$ cat config.mk
export PLATFORM = sky130hd
export DESIGN_NAME = rv_ctrl_fsm
export DESIGN_NICKNAME = d
export VERILOG_FILES = /design/src/rtl/rv_ctrl_fsm.sv
export SDC_FILE = /design/constraint.sdc
export NUM_CORES = 1
export LEC_CHECK = 0
export ABC_AREA = 1
export ABC_CLOCK_PERIOD_IN_PS = 2100
export CAP_MARGIN = 20
export CORE_MARGIN = 1.5
export CORE_UTILIZATION = 52
export DETAILED_ROUTE_END_ITERATION = 8
export PLACE_DENSITY = 0.93
export REMOVE_ABC_BUFFERS = 1
export SLEW_MARGIN = 20
export SYNTH_ARGS = -nofsm -noshare
export SYNTH_HDL_FRONTEND = slang
export SYNTH_SLANG_ARGS = --single-unit
$ cat constraint.sdc
create_clock -name clk -period 2.1 [get_ports clk]
set_input_delay 0.42 -clock clk [delete_from_list [all_inputs] [get_ports clk]]
set_output_delay 0.42 -clock clk [all_outputs]
set_load 0.01 [all_outputs]
$ cat src/rtl/rv_ctrl_fsm.sv
`default_nettype none
// ============================================================================
// rv_ctrl_fsm - multi-cycle RV32I control sequencer with instret counter and
//               memory-timeout trap.                                Rev 1.0
// ============================================================================
module rv_ctrl_fsm #(
  parameter int unsigned TIMEOUT = 255
) (
  input  logic        clk,
  input  logic        rst,
  input  logic [6:0]  op_code,
  input  logic [2:0]  f3,
  input  logic        f7,
  input  logic        flag,
  output logic        imem_req,
  input  logic        imem_ack,
  output logic        ir_we,
  output logic        dmem_req,
  input  logic        dmem_ack,
  output logic        dmem_we,
  output logic        branch,
  output logic [1:0]  jump,
  output logic [1:0]  dato_s,
  output logic [1:0]  inm_src,
  output logic        reg_w,
  output logic        alu_s,
  output logic [2:0]  alu_op,
  output logic [31:0] instret,
  output logic        halted,
  output logic [1:0]  cause
);

  typedef enum logic [2:0] {
    S_FETCH, S_DECODE, S_EXEC, S_MEM, S_WB, S_TRAP
  } state_t;

  typedef enum logic [2:0] {
    C_R, C_I, C_LOAD, C_STORE, C_BEQ, C_JAL, C_JALR
  } cls_t;

  localparam logic [7:0] WAIT_LAST = 8'(TIMEOUT - 1);

  state_t      state, state_nx;
  cls_t        cls, dec_cls;
  logic [2:0]  alu_op_q, dec_alu_op;
  logic        dec_ok;
  logic [7:0]  wait_cnt, wait_nx;
  logic [1:0]  cause_nx;
  logic        commit;
  logic        flag_unused;

  // The branch decision itself is taken by the datapath from the zero flag.
  assign flag_unused = flag;
  assign commit      = (jump != 2'b00);

  always_comb begin
    dec_ok     = 1'b1;
    dec_cls    = C_R;
    dec_alu_op = 3'b000;
    case (op_code)
      7'b0110011: begin
        dec_cls = C_R;
        case (f3)
          3'b000:  dec_alu_op = f7 ? 3'b001 : 3'b000;
          3'b111:  begin dec_alu_op = 3'b010; dec_ok = !f7; end
          3'b110:  begin dec_alu_op = 3'b011; dec_ok = !f7; end
          3'b010:  begin dec_alu_op = 3'b101; dec_ok = !f7; end
          default: dec_ok = 1'b0;
        endcase
      end
      7'b0010011: begin
        dec_cls = C_I;
        case (f3)
          3'b000:  dec_alu_op = 3'b000;
          3'b111:  dec_alu_op = 3'b010;
          3'b110:  dec_alu_op = 3'b011;
          3'b010:  dec_alu_op = 3'b101;
          default: dec_ok = 1'b0;
        endcase
      end
      7'b0000011: begin dec_cls = C_LOAD;  dec_ok = (f3 == 3'b010); end
      7'b0100011: begin dec_cls = C_STORE; dec_ok = (f3 == 3'b010); end
      7'b1100011: begin
        dec_cls    = C_BEQ;
        dec_alu_op = 3'b100;
        dec_ok     = (f3 == 3'b000);
      end
      7'b1101111: dec_cls = C_JAL;
      7'b1100111: begin dec_cls = C_JALR; dec_ok = (f3 == 3'b000); end
      default:    dec_ok = 1'b0;
    endcase
  end

  always_ff @(posedge clk) begin
    if (rst) begin
      state    <= S_FETCH;
      cls      <= C_R;
      alu_op_q <= 3'b000;
      wait_cnt <= 8'd0;
      cause    <= 2'b00;
      instret  <= 32'd0;
    end else begin
      state    <= state_nx;
      wait_cnt <= wait_nx;
      cause    <= cause_nx;
      if (state == S_DECODE) begin
        cls      <= dec_cls;
        alu_op_q <= dec_alu_op;
      end
      if (commit) instret <= instret + 32'd1;
    end
  end

  always_comb begin
    state_nx = state;
    wait_nx  = 8'd0;
    cause_nx = cause;
    imem_req = 1'b0;
    ir_we    = 1'b0;
    dmem_req = 1'b0;
    dmem_we  = 1'b0;
    branch   = 1'b0;
    jump     = 2'b00;
    dato_s   = 2'b00;
    inm_src  = 2'b00;
    reg_w    = 1'b0;
    alu_s    = 1'b0;
    alu_op   = 3'b000;
    halted   = 1'b0;
    case (state)
      S_FETCH: begin
        imem_req = 1'b1;
        if (imem_ack) begin
          ir_we    = 1'b1;
          state_nx = S_DECODE;
        end else if (wait_cnt == WAIT_LAST) begin
          state_nx = S_TRAP;
          cause_nx = 2'b10;
        end else begin
          wait_nx = wait_cnt + 8'd1;
        end
      end
      S_DECODE: begin
        if (dec_ok) begin
          state_nx = S_EXEC;
        end else begin
          state_nx = S_TRAP;
          cause_nx = 2'b01;
        end
      end
      S_EXEC: begin
        state_nx = S_FETCH;
        case (cls)
          C_R: begin
            reg_w = 1'b1; jump = 2'b01; alu_op = alu_op_q;
          end
          C_I: begin
            reg_w = 1'b1; jump = 2'b01; alu_op = alu_op_q; alu_s = 1'b1;
          end
          C_BEQ: begin
            branch = 1'b1; jump = 2'b01; alu_op = 3'b100; inm_src = 2'b10;
          end
          C_JAL: begin
            jump = 2'b10; inm_src = 2'b11; reg_w = 1'b1; dato_s = 2'b10;
          end
          C_JALR: begin
            jump = 2'b11; alu_s = 1'b1; reg_w = 1'b1; dato_s = 2'b10;
          end
          default: begin
            // Loads and stores only compute the address here.
            alu_s    = 1'b1;
            inm_src  = (cls == C_STORE) ? 2'b01 : 2'b00;
            state_nx = S_MEM;
          end
        endcase
      end
      S_MEM: begin
        alu_s    = 1'b1;
        inm_src  = (cls == C_STORE) ? 2'b01 : 2'b00;
        dmem_req = 1'b1;
        dmem_we  = (cls == C_STORE);
        if (dmem_ack) begin
          if (cls == C_STORE) begin
            jump     = 2'b01;
            state_nx = S_FETCH;
          end else begin
            state_nx = S_WB;
          end
        end else if (wait_cnt == WAIT_LAST) begin
          state_nx = S_TRAP;
          cause_nx = 2'b11;
        end else begin
          wait_nx = wait_cnt + 8'd1;
        end
      end
      S_WB: begin
        reg_w    = 1'b1;
        dato_s   = 2'b01;
        jump     = 2'b01;
        state_nx = S_FETCH;
      end
      S_TRAP:  halted = 1'b1;
      default: state_nx = S_FETCH;
    endcase
    // Reset silences every control output in the same cycle it is asserted.
    if (rst) begin
      imem_req = 1'b0;
      ir_we    = 1'b0;
      dmem_req = 1'b0;
      dmem_we  = 1'b0;
      branch   = 1'b0;
      jump     = 2'b00;
      dato_s   = 2'b00;
      inm_src  = 2'b00;
      reg_w    = 1'b0;
      alu_s    = 1'b0;
      alu_op   = 3'b000;
      halted   = 1'b0;
    end
  end

endmodule
`default_nettype wire
; ---- Word-level counts from Yosys, hierarchy flattened
; Cells that the tools add are included.
[classes]
n_addsub = 2
multipliers = 0
n_div = 0
n_lt_le_gt_ge = 0
n_eq_ne = 26
shifts = 0
muxes = 59
bitwise_logic = 0
n_reduce_logical = 18
[ops]
columns = operator, n
row1 = $add A32 B1 Y32 const B, 1
row2 = $mux W8, 3
row3 = $pmux W2 S3, 4
row4 = $mux W1, 22
row5 = $eq A3 B3 Y1 const B, 7
row6 = $eq A7 B7 Y1 const B, 3
row7 = $mux W3, 7
row8 = $mux W2, 10
row9 = $pmux W3 S3, 2
row10 = $pmux W3 S6, 1
row11 = $pmux W8 S2, 1
row12 = $pmux W3 S5, 1
row13 = $eq A7 B6 Y1 const B, 2
row14 = $eq A3 B2 Y1 const B, 4
row15 = $pmux W3 S4, 1
row16 = $reduce_or A3 Y1, 4
row17 = $ne A2 B2 Y1 const B, 5
row18 = $logic_not A3 Y1, 3
row19 = $add A8 B1 Y8 const B, 1
row20 = $eq A8 B8 Y1 const B, 1
row21 = $pmux W2 S2, 2
row22 = $reduce_or A2 Y1, 4
row23 = $reduce_or A4 Y1, 2
row24 = $eq A7 B2 Y1 const B, 1
row25 = 10 further kinds, 13
[totals]
reg_bits = 51
latch_bits = 0
mem_bits_rw = 0
mem_bits_ro = 0
input_bits = 16
out_inout_bits = 51
word_cells = 111
memories = 0

; ---- Longest topological paths before layout
; Gate-level depths: netlist (run 1).
[depth]
ltp_word = 6
ltp_mapped = 12
mapped_depth_nobuf = 11

; ---- Worst setup path after synthesis (run 1)
; No wires, ideal clock.
[synth_timing]
path_type = input -> output
startpoint = input port rst
endpoint = output port alu_op[2]
arrival_ns = 1.520
t_required_ns = 1.680
path_slack_ns = 0.160
cell_stages = 7
path_buffers = 1
cell_sequence = buf_4 nor2_1 inv_1 nor2_1 inv_1 nor3_1 o21bai_1
[synth_via]
elab_chain_len = 1
[synth_rtl]
columns = element, line_no
row1 = "start, declared", 10  ; input logic rst,
row2 = $mux W3, 206  ; if (rst) begin
row3 = "end, declared", 27  ; output logic [2:0] alu_op,
; Every way passes these cells.

; ---- Worst setup path in the final report (run 1)
[layout_timing]
startpoint = register state[2]
endpoint = output port alu_op[2]
[layout_via]
elab_chain_len = 3
[layout_rtl]
columns = element, line_no
row1 = "start, declared", 43  ; state_t state, state_nx;
row2 = "start signal, assigned", 103  ; state <= state_nx;
row3 = $eq A3 B2 Y1, 130  ; case (state)
row4 = $mux W3, 130
row5 = $mux W3, 206
; Every way passes these cells.

==> qor.csv, run 1 <==
metric,value,unit
status,"complete, no violations",
cts_tree,done,
synthFlopType,dfxtp_1,
ys_types,34,
h-tree-depth,2,
cts.sinks,51,
grtUsageMet1,0.3270,
yosys-top-cells-area,"dfxtp_1, nand2_1, nor2_1",
worstSetupPathType,reg2out,
antenna_found_initial,0,
worstSkewPairLatency,320,ps
track_usage,0.2844,
grt-ovfl-total,0,
crit_required,1680,ps
layout_min_cycle_time,2052,ps
start_util,0.5410,
avgSynthCellArea,6.380,µm²
hold_viol,0,
finalCritPeriodShare,0.9773,
dp_slack,-574.9,ps
synth_warnings,0,
synth_common_cells,"nand2_1, nor2_1, dfxtp_1",
die_w,81.72,µm
met3_usage,0.04333,
critPathLaunchType,flop,
cts_buffer_depth,2,
layout.nets,610,
clkTransAtPathRegs,100,ps
area_growth,31.73,%
crit_fanout,3,
r2r_cells,12,
synth_edf_count,0,
num_antenna_cells,0,
hold_class,reg2reg,
end_kind,output pin,
wl,9.100,mm
path_buf_inv,4,
cellPowerDensity,571.1,nW/µm²
cts_root_buf,clkbuf_8,
whs,469.9,ps
viasPerCell,5.582,
async_flop_share,0,
critPathSlowestCell,dfxtp_4,
dp.cells,652,
yosysMostFrequentCell,nand2_1,
setup_viol,0,
die_area,6677,µm²
drc,0,
pin_count,67,
grt_max_degree,25,
max_freq,0.4873,GHz
ys_seq_area_frac,0.3169,
num_rows,28,
core_region_area,5956,µm²
worst_slew_pin_slew,591.3,ps
p_leak,1.719,nW
dpl.hpwl,6.707,mm
fin_ws,47.75,ps
regToRegSetupSlack,150,ps
worstPathArrival,1630,ps
synthCells,505,
slew_violations,0,
first_pass_iters,7,
synth_area,3222,µm²
wl_per_cell,13.64,µm
gp_congestion,0.9546,
use_met2,0.5149,
yosysTopAreaCellShare,0.3169,
vias,3723,
crit_family,buffers and inverters,
maxSlewHeadroom,0.6028,
ctsHoldBuffers,0,
worstSetupPathDepth,8,
grt_pass1_vias,3442,
postRouteAntennaNets,0,
hold_depth,1,
port_buffers,65,
numCtsBuffers,5,
grt_pass1_wl,14.90,mm
die_height,81.72,µm
crit_top_cell,inv_1,
yosysTopAreaCell,dfxtp_1,
top_usage_layer,met2,
crit_path_cell_trace,"nor2_2, inv_1, nor2_4, buf_4, inv_1, nor3_2, o21bai_1, buf_2",
ir_worst_vdd,366.0,µV
maxCapViolations,0,
instances_no_fill,667,
synth-seq-cells,51,
utilization,0.7126,
skew,12.04,ps
drt_iter0_drc,167,
layout-drive-gt1-share,0.1182,
slowest_delay,380,ps
metrics by stage:
stage / instance area, µm² / power (mW) / TNS (ps)
global placement: 4076 / 1.737 / -15920
detailed placement: 4076 / 1.757 / -18860
CTS: 4203 / 2.376 / -406.6
floorplan: 3147 / 1.461 / -407.3
finish: 4244 / 2.424 / 0
global route: 4244 / 2.541 / -10.91
power by group:
part	switching [mW]	internal (mW)	total (mW)	leakage (nW)
logic	0.425	0.280	0.704	1.25
registers	0.0603	1.04	1.10	0.414
clock network	0.374	0.248	0.622	0.0502
registers in the layout, indices dropped and copies added, names as in the netlist:
register  count
state         3
cls           3
alu_op_q      3
wait_cnt      8
cause         2
instret      32
layer usage:
layer  share of wire  vias to the layer above  routed length (µm)
li1                -                     1830                   -
met3           0.058                       25                 526
met2            0.52                      153                4718
met1            0.40                     1715                3626
met5               0                        -                   0
met4           0.025                        0                 228
layout by cell type (no fill, tap or decap), types with 5 or more instances in the layout:
| cell | count |
|---|---|
| dfxtp_1 | 46 |
| inv_2 | 6 |
| dlygate4sd2_1 | 10 |
| clkdlybuf4s50_1 | 47 |
| nand3_1 | 24 |
| o21ai_0 | 6 |
| nand2_1 | 119 |
| buf_4 | 29 |
| xnor2_1 | 11 |
| nand4_1 | 36 |
| nor3_1 | 12 |
| inv_1 | 50 |
| nor2_1 | 78 |
| a21oi_1 | 42 |
| xor2_1 | 15 |
| a31oi_1 | 5 |
| clkbuf_8 | 5 |
cell type report:
class | instances | area (µm²)
flip-flops and latches | 51 | 1030
fillers | 513 | 1712
repair buffers | 95 | 862.1
multi-input cells | 382 | 1951
inverters | 56 | 210.2
well taps | 75 | 93.84
clock inverters | 3 | 28.78
clock buffers | 5 | 68.82
worst paths after layout:
check                                       startpoint                       end
worst max-delay path             state[2]$_SDFFE_PP0P_                 alu_op[2]
worst max register to register   state[0]$_SDFFE_PP0P_  instret[14]$_SDFFE_PP0P_
worst min-delay path            wait_cnt[0]$_SDFF_PP0_    wait_cnt[0]$_SDFF_PP0_
worst min register to register  wait_cnt[0]$_SDFF_PP0_    wait_cnt[0]$_SDFF_PP0_
logic make-up after synthesis:
kind of cell,count (synthesis),synth area share
xor gates and xnor gates,26,0.07068
DFF,51,0.3169
buffers and inverters,72,0.08854
and+or+nand+nor,289,0.3988
AOI/OAI and AO/OA,64,0.1134
adders and majority gates,3,0.01165
what timing repair did:
action | CTS | global route
gates resized for setup | 32 | 16
setup endpoints to repair | 47 | 12
buffers inserted | 6 | 1
gates cloned | 0 | 0
endpoints found under the hold margin | 0 | 0
pin swaps | 2 | 2
(Power assumes the default switching activity.)
==> run 2, diff against run 1 <==
CORE_ASPECT_RATIO = 1.75   (was not set)
==> qor.csv, run 2 (synthesis results as in run 1) <==
metric,value,unit,change
crit_fanout,4,,was 3
dp_slack,-535.0,ps,was -574.9 ps
critPathSlowestCell,dfxtp_2,,was dfxtp_4
rsz0062_at_grt,false,,
layout_common_cells,"nand2_1, nor2_1, inv_1",,unchanged
p_seq_frac,0.432,,was 0.453
crit_family,simple AND/OR/NAND/NOR gates,,was buffers and inverters
ctsHoldBuffers,0,,unchanged
die_w,62.50,µm,was 81.72 µm
placed_area,4133,µm²,was 4076 µm²
gp_congestion,0.9715,,was 0.9546
grt_pass1_wl,17.08,mm,was 14.90 mm
wl,10.73,mm,was 9.100 mm
min_from,alu_op_q[2]$_SDFFE_PP0P_,,was wait_cnt[0]$_SDFF_PP0_
power.switching,0.8680,mW,was 0.8591 mW
layout_commonest_cell,nand2_1,,unchanged
r2r-start,state[0]$_SDFFE_PP0P_,,unchanged
hold_end,alu_op_q[2]$_SDFFE_PP0P_,,was wait_cnt[0]$_SDFF_PP0_
hold_viol,0,,unchanged
layout.nets,615,,was 610
drc,0,,unchanged
wl_per_cell,15.90,µm,was 13.64 µm
slowest_delay,380,ps,about the same
hold_depth,2,,was 1
ir_worst_vdd,600.1,µV,was 366.0 µV
grt_pass1_vias,3870,,was 3442
slew_violations,0,,unchanged
viasPerCell,5.716,,was 5.582
vias,3858,,was 3723
drt_iter0_drc,317,,was 167
setup_viol,0,,unchanged
core_region_area,5926,µm²,was 5956 µm²
r2r_end,instret[9]$_SDFFE_PP0P_,,was instret[14]$_SDFFE_PP0P_
largest_reg_flops,32,,unchanged
start_util,0.5437,,was 0.5410
worst_slew_pin_slew,391.0,ps,was 591.3 ps
cts_tree,done,,unchanged
num_rows,37,,was 28
layout_min_cycle_time,2029,ps,was 2052 ps
largest-register,instret,,unchanged
power_frac_comb,0.280,,was 0.291
p_leak,1.771,nW,was 1.719 nW
crit_path_cell_trace,"nand2_1, nor2_4, nand3_2, nor2_1, dlygate4sd2_1",,"was nor2_2, inv_1, nor2_4, buf_4, inv_1, nor3_2, o21bai_1, buf_2"
num_antenna_cells,0,,unchanged
port_buffers,65,,unchanged
cts.sinks,51,,unchanged
whs,474.5,ps,was 469.9 ps
pin_count,67,,unchanged
regToRegSetupSlack,160,ps,was 150 ps
end_kind,output pin,,unchanged
status,"complete, no violations",,unchanged
finalCritPeriodShare,0.9664,,was 0.9773
track_usage,0.3229,,was 0.2844
clkTransAtPathRegs,100,ps,about the same
maxCapViolations,0,,unchanged
worstSkewPairLatency,330,ps,was 320 ps
layout-drive-gt1-share,0.1240,,was 0.1182
cellPowerDensity,591.0,nW/µm²,was 571.1 nW/µm²
grt-ovfl-total,0,,unchanged
fin_ws,70.57,ps,was 47.75 ps
skew,14.20,ps,was 12.04 ps
die_height,107.1,µm,was 81.72 µm
crit_required,1680,ps,about the same
worstSetupPathType,reg2out,,unchanged
h-tree-depth,2,,unchanged
die_area,6695,µm²,was 6677 µm²
r2r_cells,12,,unchanged
maxSlewHeadroom,0.7366,,was 0.6028
cts_buffer_depth,2,,unchanged
path_buf_inv,1,,was 4
cts_root_buf,clkbuf_8,,unchanged
worstPathArrival,1610,ps,was 1630 ps
reg_top3,"instret: 32 flops, wait_cnt: 8 flops",,unchanged
power,2.552,mW,was 2.424 mW
critPathLaunchType,flop,,unchanged
clock_power_share,0.287,,was 0.257
hold_class,reg2reg,,unchanged
first_pass_iters,5,,was 7
final_area,4318,µm²,was 4244 µm²
numCtsBuffers,5,,unchanged
area_growth,34.02,%,was 31.73%
max_freq,0.4928,GHz,was 0.4873 GHz
grt_max_degree,29,,was 25
antenna_found_initial,0,,unchanged
swShare,0.3402,,was 0.3545
postRouteAntennaNets,0,,unchanged
p_int,1.684,mW,was 1.565 mW
dpl.hpwl,8.130,mm,was 6.707 mm
run 2: cell count changes in the layout (fill, tap and decap cells not counted), moves of 2 or more:
cell / change
nor2_1: +2
buf_4: +3
nor2_2: -2
dlygate4sd2_1: +3
run 2: what timing repair did:
item                                    4_1_cts  5_1_grt
pin swaps                                     2        1
buffers inserted                              4        1
resized for setup                            39        9
endpoints found under the setup margin       49       11
run 2: worst max-delay path by stage:
stage          depth (start not counted)                       to  slack (ps)             startpoint
2_1_floorplan                          7  instret[0]$_SDFFE_PP0P_         -60                    rst
3_3_place_gp                           8                alu_op[2]        -470                    rst
3_5_place_dp                           8                alu_op[2]        -530                    rst
4_1_cts                                6               inm_src[0]        -160    cls[2]$_SDFFE_PP0P_
5_1_grt                                6                alu_op[2]         0.8  state[1]$_SDFFE_PP0P_
6_report                               5                alu_op[0]          70  state[1]$_SDFFE_PP0P_
run 2: cell type report:
cell class | count | area [µm²]
multi-input cells | 382 | 1961
fillers | 526 | 1608
flip-flops and latches | 51 | 1027
repair buffers | 100 | 905.9
inverters | 56 | 210.2
well taps | 78 | 97.59
clock buffers | 5 | 68.82
clock inverters | 3 | 47.55
run 2: routing by layer:
layer | wire length (µm) | GRT usage
met3 | 566 | 0.04197
met2 | 5662 | 0.6129
met5 | 0 | 0
met1 | 3679 | 0.3008
met4 | 826 | 0.2635
run 2: power by group through the flow:
stage | Clock, mW | Combinational, mW | Sequential, mW
global placement | 0 | 0.657 | 1.11
detailed placement | 0 | 0.678 | 1.11
global route | 0.780 | 0.783 | 1.11
finish | 0.734 | 0.716 | 1.10
CTS | 0.734 | 0.691 | 1.09
floorplan | 0 | 0.353 | 1.11
run 2: worst reg2reg max path, cell delays in order (launching register included):
cell	delay [ps]
dfxtp_2	360
inv_2	40
buf_4	140
nand2_1	80
nor2_1	40
nand2_1	100
inv_2	60
a31oi_4	200
buf_6	250
nand3_2	150
buf_4	200
a21oi_1	160
nor2_1	60
run 2: per-stage QoR:
stage	std cells	TNS, ps	utilization
2_1_floorplan	489	-407.3	-
3_3_place_gp	662	-15020	0.6974
3_5_place_dp	662	-17540	0.6974
4_1_cts	674	-162.6	0.7228
5_1_grt	675	0	0.7287
6_report	675	0	0.7287
==> patch 1, RTL diff (config.mk and constraints of run 2) <==
Re-encode `state_t` (6 states) as one-hot, 6 bits wide.
--- a/src/rtl/rv_ctrl_fsm.sv
+++ b/src/rtl/rv_ctrl_fsm.sv
@@ -31,6 +31,6 @@
 );
 
-  typedef enum logic [2:0] {
-    S_FETCH, S_DECODE, S_EXEC, S_MEM, S_WB, S_TRAP
+  typedef enum logic [5:0] {
+    S_FETCH = 6'b000001, S_DECODE = 6'b000010, S_EXEC = 6'b000100, S_MEM = 6'b001000, S_WB = 6'b010000, S_TRAP = 6'b100000
   } state_t;
 
Behaviour: same outputs for any inputs over 10 cycles, from zero or initial values and one cycle with rst high; not proved beyond that.
==> patch 1 against run 2 <==
Global-route usage decreased by 4.9 points. Routed wire length decreased by 8.3%. Worst setup slack got worse by 0.034 ns. Core utilization decreased by 4.5 points. Design area increased by 7.8%. Total power decreased by 2.1%. Area after synthesis increased by 12%. Sequential cell count increased by 3. Critical path type unchanged.
==> patch 1: results <==
group,metric,value,unit
critical_path,critPathMaxFanout,3,
run_status,status,"complete, no violations",
final_layout,n_fill_cell,585,
final_layout,drive_above_1_share,21.1,%
yosys,async_reset_ff_share,0,%
drt,wl_per_cell,14.0,um
placed_design,hpwl,7500,um
drt,routed_via_density,5.46,
global_routing,grt_pass1_wl,16200,um
final_layout,nets,638,
yosys,ys_seq_area_share,29.9,%
drt,drtIter0Drc,171,
power_and_ir_drop,power_leakage,1.75,nW
critical_path,cp.arrival,1.64,ns
global_routing,grt_pass1_vias,3708,
yosys,synth_cell_types,37,
global_routing,grt_max_degree,38,
sta,fin_skew,0.00720,ns
placed_design,post-place-cells,696,
sta,tightest_slew,0.556,ns
yosys,synthTopCellsByArea,"dfxtp_1 30%, nand2_1 13%, nor2_1 9.1%",
yosys,synth_commonest_cells,"122 x nand2_1, 88 x nor2_1, 54 x dfxtp_1",
cts,clkTransAtPathRegs,0.07,ns
cts,post_cts_buffers,0,
placed_design,dpl_worst_slack,-0.174,ns
drt,wl,9850,um
drt,first_pass_iters,5,
cts,root_buffer,"clkbuf_16",
critical_path,slowest_stage,"dfxtp_1",
final_layout,top_regs,"instret x32, wait_cnt x8, state x6",
placed_design,gp_congestion,0.926,
yosys,synth_cells,536,
critical_path,worstRegToRegCells,12,
power_and_ir_drop,ir_drop,0.522,mV
placed_design,place_area,4470,um2
[patch 1: per-layer routing]
| layer | global-route usage, % | up-vias | routed length (um) |
|---|---|---|---|
| li1 | - | 1875 | - |
| met1 | 27.1 | 1805 | 3550 |
| met2 | 51.3 | 124 | 5370 |
| met3 | 4.37 | 43 | 385 |
| met4 | 16.1 | 0 | 537 |
| met5 | 0 | - | 0 |
[patch 1: final cells by class]
cell class | count | area [um2] | share of cell area (%)
tap | 84 | 105 | 2.26
timing repair buffer | 90 | 825 | 17.7
inverter | 54 | 203 | 4.35
sequential | 54 | 1080 | 23.3
clock buffer | 5 | 125 | 2.69
clock inverter | 3 | 28.8 | 0.618
multi-input combinational | 414 | 2280 | 49.1
[patch 1: logic make-up (layout without fill, tap and decap cells)]
| family | Yosys count | count (layout) | share of synthesized area (%) |
|---|---|---|---|
| compound gates | 56 | 56 | 11.5 |
| xor+xnor | 29 | 29 | 7.03 |
| fa+ha+maj | 3 | 3 | 1.04 |
| buf+inv | 68 | 152 | 8.66 |
| flops | 54 | 54 | 29.9 |
| simple gates | 326 | 326 | 41.8 |
[patch 1: final timing paths]
check	from	endpoint	slack, ns
max	state[1]	branch	0.04
min	cause[1]	cause[1]	0.45
max reg2reg	state[4]	instret[25]	0.20
min reg2reg	cause[1]	cause[1]	0.45
[patch 1: power breakdown]
part / total [mW] / internal, mW / switching [mW]
sequential: 1.10 / 1.07 / 0.0331
combinational: 0.518 / 0.219 / 0.299
clock: 0.877 / 0.456 / 0.422
[patch 1: repair_timing]
action	in CTS	in global routing
endpoints found under the setup margin	17	11
pin swaps	1	4
resized for setup	39	14
==> patch 2, RTL diff (flow settings as in run 2) <==
Without the edit above. Change the parameter `TIMEOUT` from 255 to 128.
--- a/src/rtl/rv_ctrl_fsm.sv
+++ b/src/rtl/rv_ctrl_fsm.sv
@@ -5,5 +5,5 @@
 // ============================================================================
 module rv_ctrl_fsm #(
-  parameter int unsigned TIMEOUT = 255
+  parameter int unsigned TIMEOUT = 128
 ) (
   input  logic        clk,
Behaviour: no difference found for any inputs over 10 cycles, from zero or initial values and one cycle with rst high; that may be too few to reach the edited logic, so the function may still have changed.
==> patch 2 against run 2 <==
Synthesized cell count fell by 2.2%. Area after synthesis shrank 3.7%. Fmax decreased by 0.91%. Clock skew is 0.0095 ns lower. Via count decreased by 7.9%. Routed wire length shrank 15%. Total power shrank 1.6%. Worst setup slack got worse by 0.019 ns. Design area fell by 3.2%. Sequential cell count stayed put. Die area is 3.6% lower. Core utilization decreased by 1.2 points. Critical path type unchanged. Critical endpoint is now alu_op[2].
==> patch 2: results <==
group,metric,value,unit
run_status,status,"complete, no violations",
sta,hold_slack,0.455,ns
critical_path,worstRegToRegCells,8,
worst_hold_path,min_from,"wait_cnt[0]",
sta,slew_headroom,73.2,%
worst_hold_path,hold_path_depth,1,
yosys,synthTopCellsByArea,"dfxtp_1 33%, nand2_1 17%, nor2_1 9.1%",
placed_design,place_area,4020,um2
yosys,syn-mean-instance-area,6.28,um2
global_routing,use_met2,53.4,%
critical_path,worstReg2RegEnd,"instret[20]",
drt,first_pass_iters,4,
yosys,synth_commonest_cells,"143 x nand2_1, 75 x nor2_1, 53 x inv_1",
worst_hold_path,whs_endpoint,"wait_cnt[0]",
critical_path,rrSetupSlack,0.23,ns
final_layout,drive_above_1_share,12.9,%
final_layout,stdcell_count,669,
drt,drtIter0Drc,294,
global_routing,met1_usage,31.3,%
yosys,synth_xor_area_share,6.21,%
global_routing,grt_pass1_wl,15100,um
global_routing,grt_pass1_vias,3514,
critical_path,critPathMaxFanout,3,
global_routing,grt_max_degree,33,
placed_design,dpl_worst_slack,-0.523,ns
placed_design,gp_congestion,0.947,
placed_design,hpwl,7040,um
final_layout,nets,608,
yosys,synth_compound_area_share,12.3,%
patch 2: cell types whose count changed in the layout (fill, tap and decap cells not counted), sizes merged, moves of 2 or more:
cell / change
a31oi: -3
buf: -3
clkbuf: +7
dlygate4sd2: -3
nand2: +22
nand3: -3
nand4: -28
nor2: -7
nor3: +7
o21ai: +4
o22ai: +2
o31ai: +2
xnor2: -2
xor2: -2
patch 2: critical path: stages (launching register included):
cell and delay, ns:
dfxtp_2 0.35, inv_2 0.07, nand2_2 0.07, nor2_4 0.13, inv_1 0.07, nor3_2 0.21
o21bai_1 0.16, clkdlybuf4s15_1 0.26
patch 2: timing repair:
| item | CTS | global route |
|---|---|---|
| pin swaps | 3 | 3 |
| gates resized for setup | 31 | 21 |
| endpoints found under the setup margin | 17 | 9 |
| setup buffers | 3 | 1 |
patch 2: final cells by class:
type	instances	area, um2
Clock buffer	8	100
Fill cell	515	1650
Inverter	59	221
Multi-Input combinational cell	374	1840
Sequential cell	51	1030
Tap cell	78	97.6
Timing Repair Buffer	99	892
patch 2: worst max path at each step:
stage | slack [ns] | end | start
2_1_floorplan | 0.32 | alu_op[2] | rst
3_3_place_gp | -0.51 | alu_op[2] | rst
3_5_place_dp | -0.52 | alu_op[2] | rst
4_1_cts | 0.003 | alu_op[2] | rst
5_1_grt | -0.03 | reg_w | state[1]
6_report | 0.05 | alu_op[2] | state[2]
patch 2: where the power goes:
part           leakage (nW)  switching, mW  internal (mW)  total [mW]
Sequential            0.414         0.0556           1.03        1.09
Combinational          1.20          0.469          0.334       0.803
Clock                0.0515          0.319          0.301       0.620
Total                  1.66          0.843           1.67        2.51
patch 2: metal layers:
layer,vias up,share of wire [%]
met5,-,0
li1,1783,-
met3,48,3.6
met4,0,6.2
met2,129,54
met1,1594,37
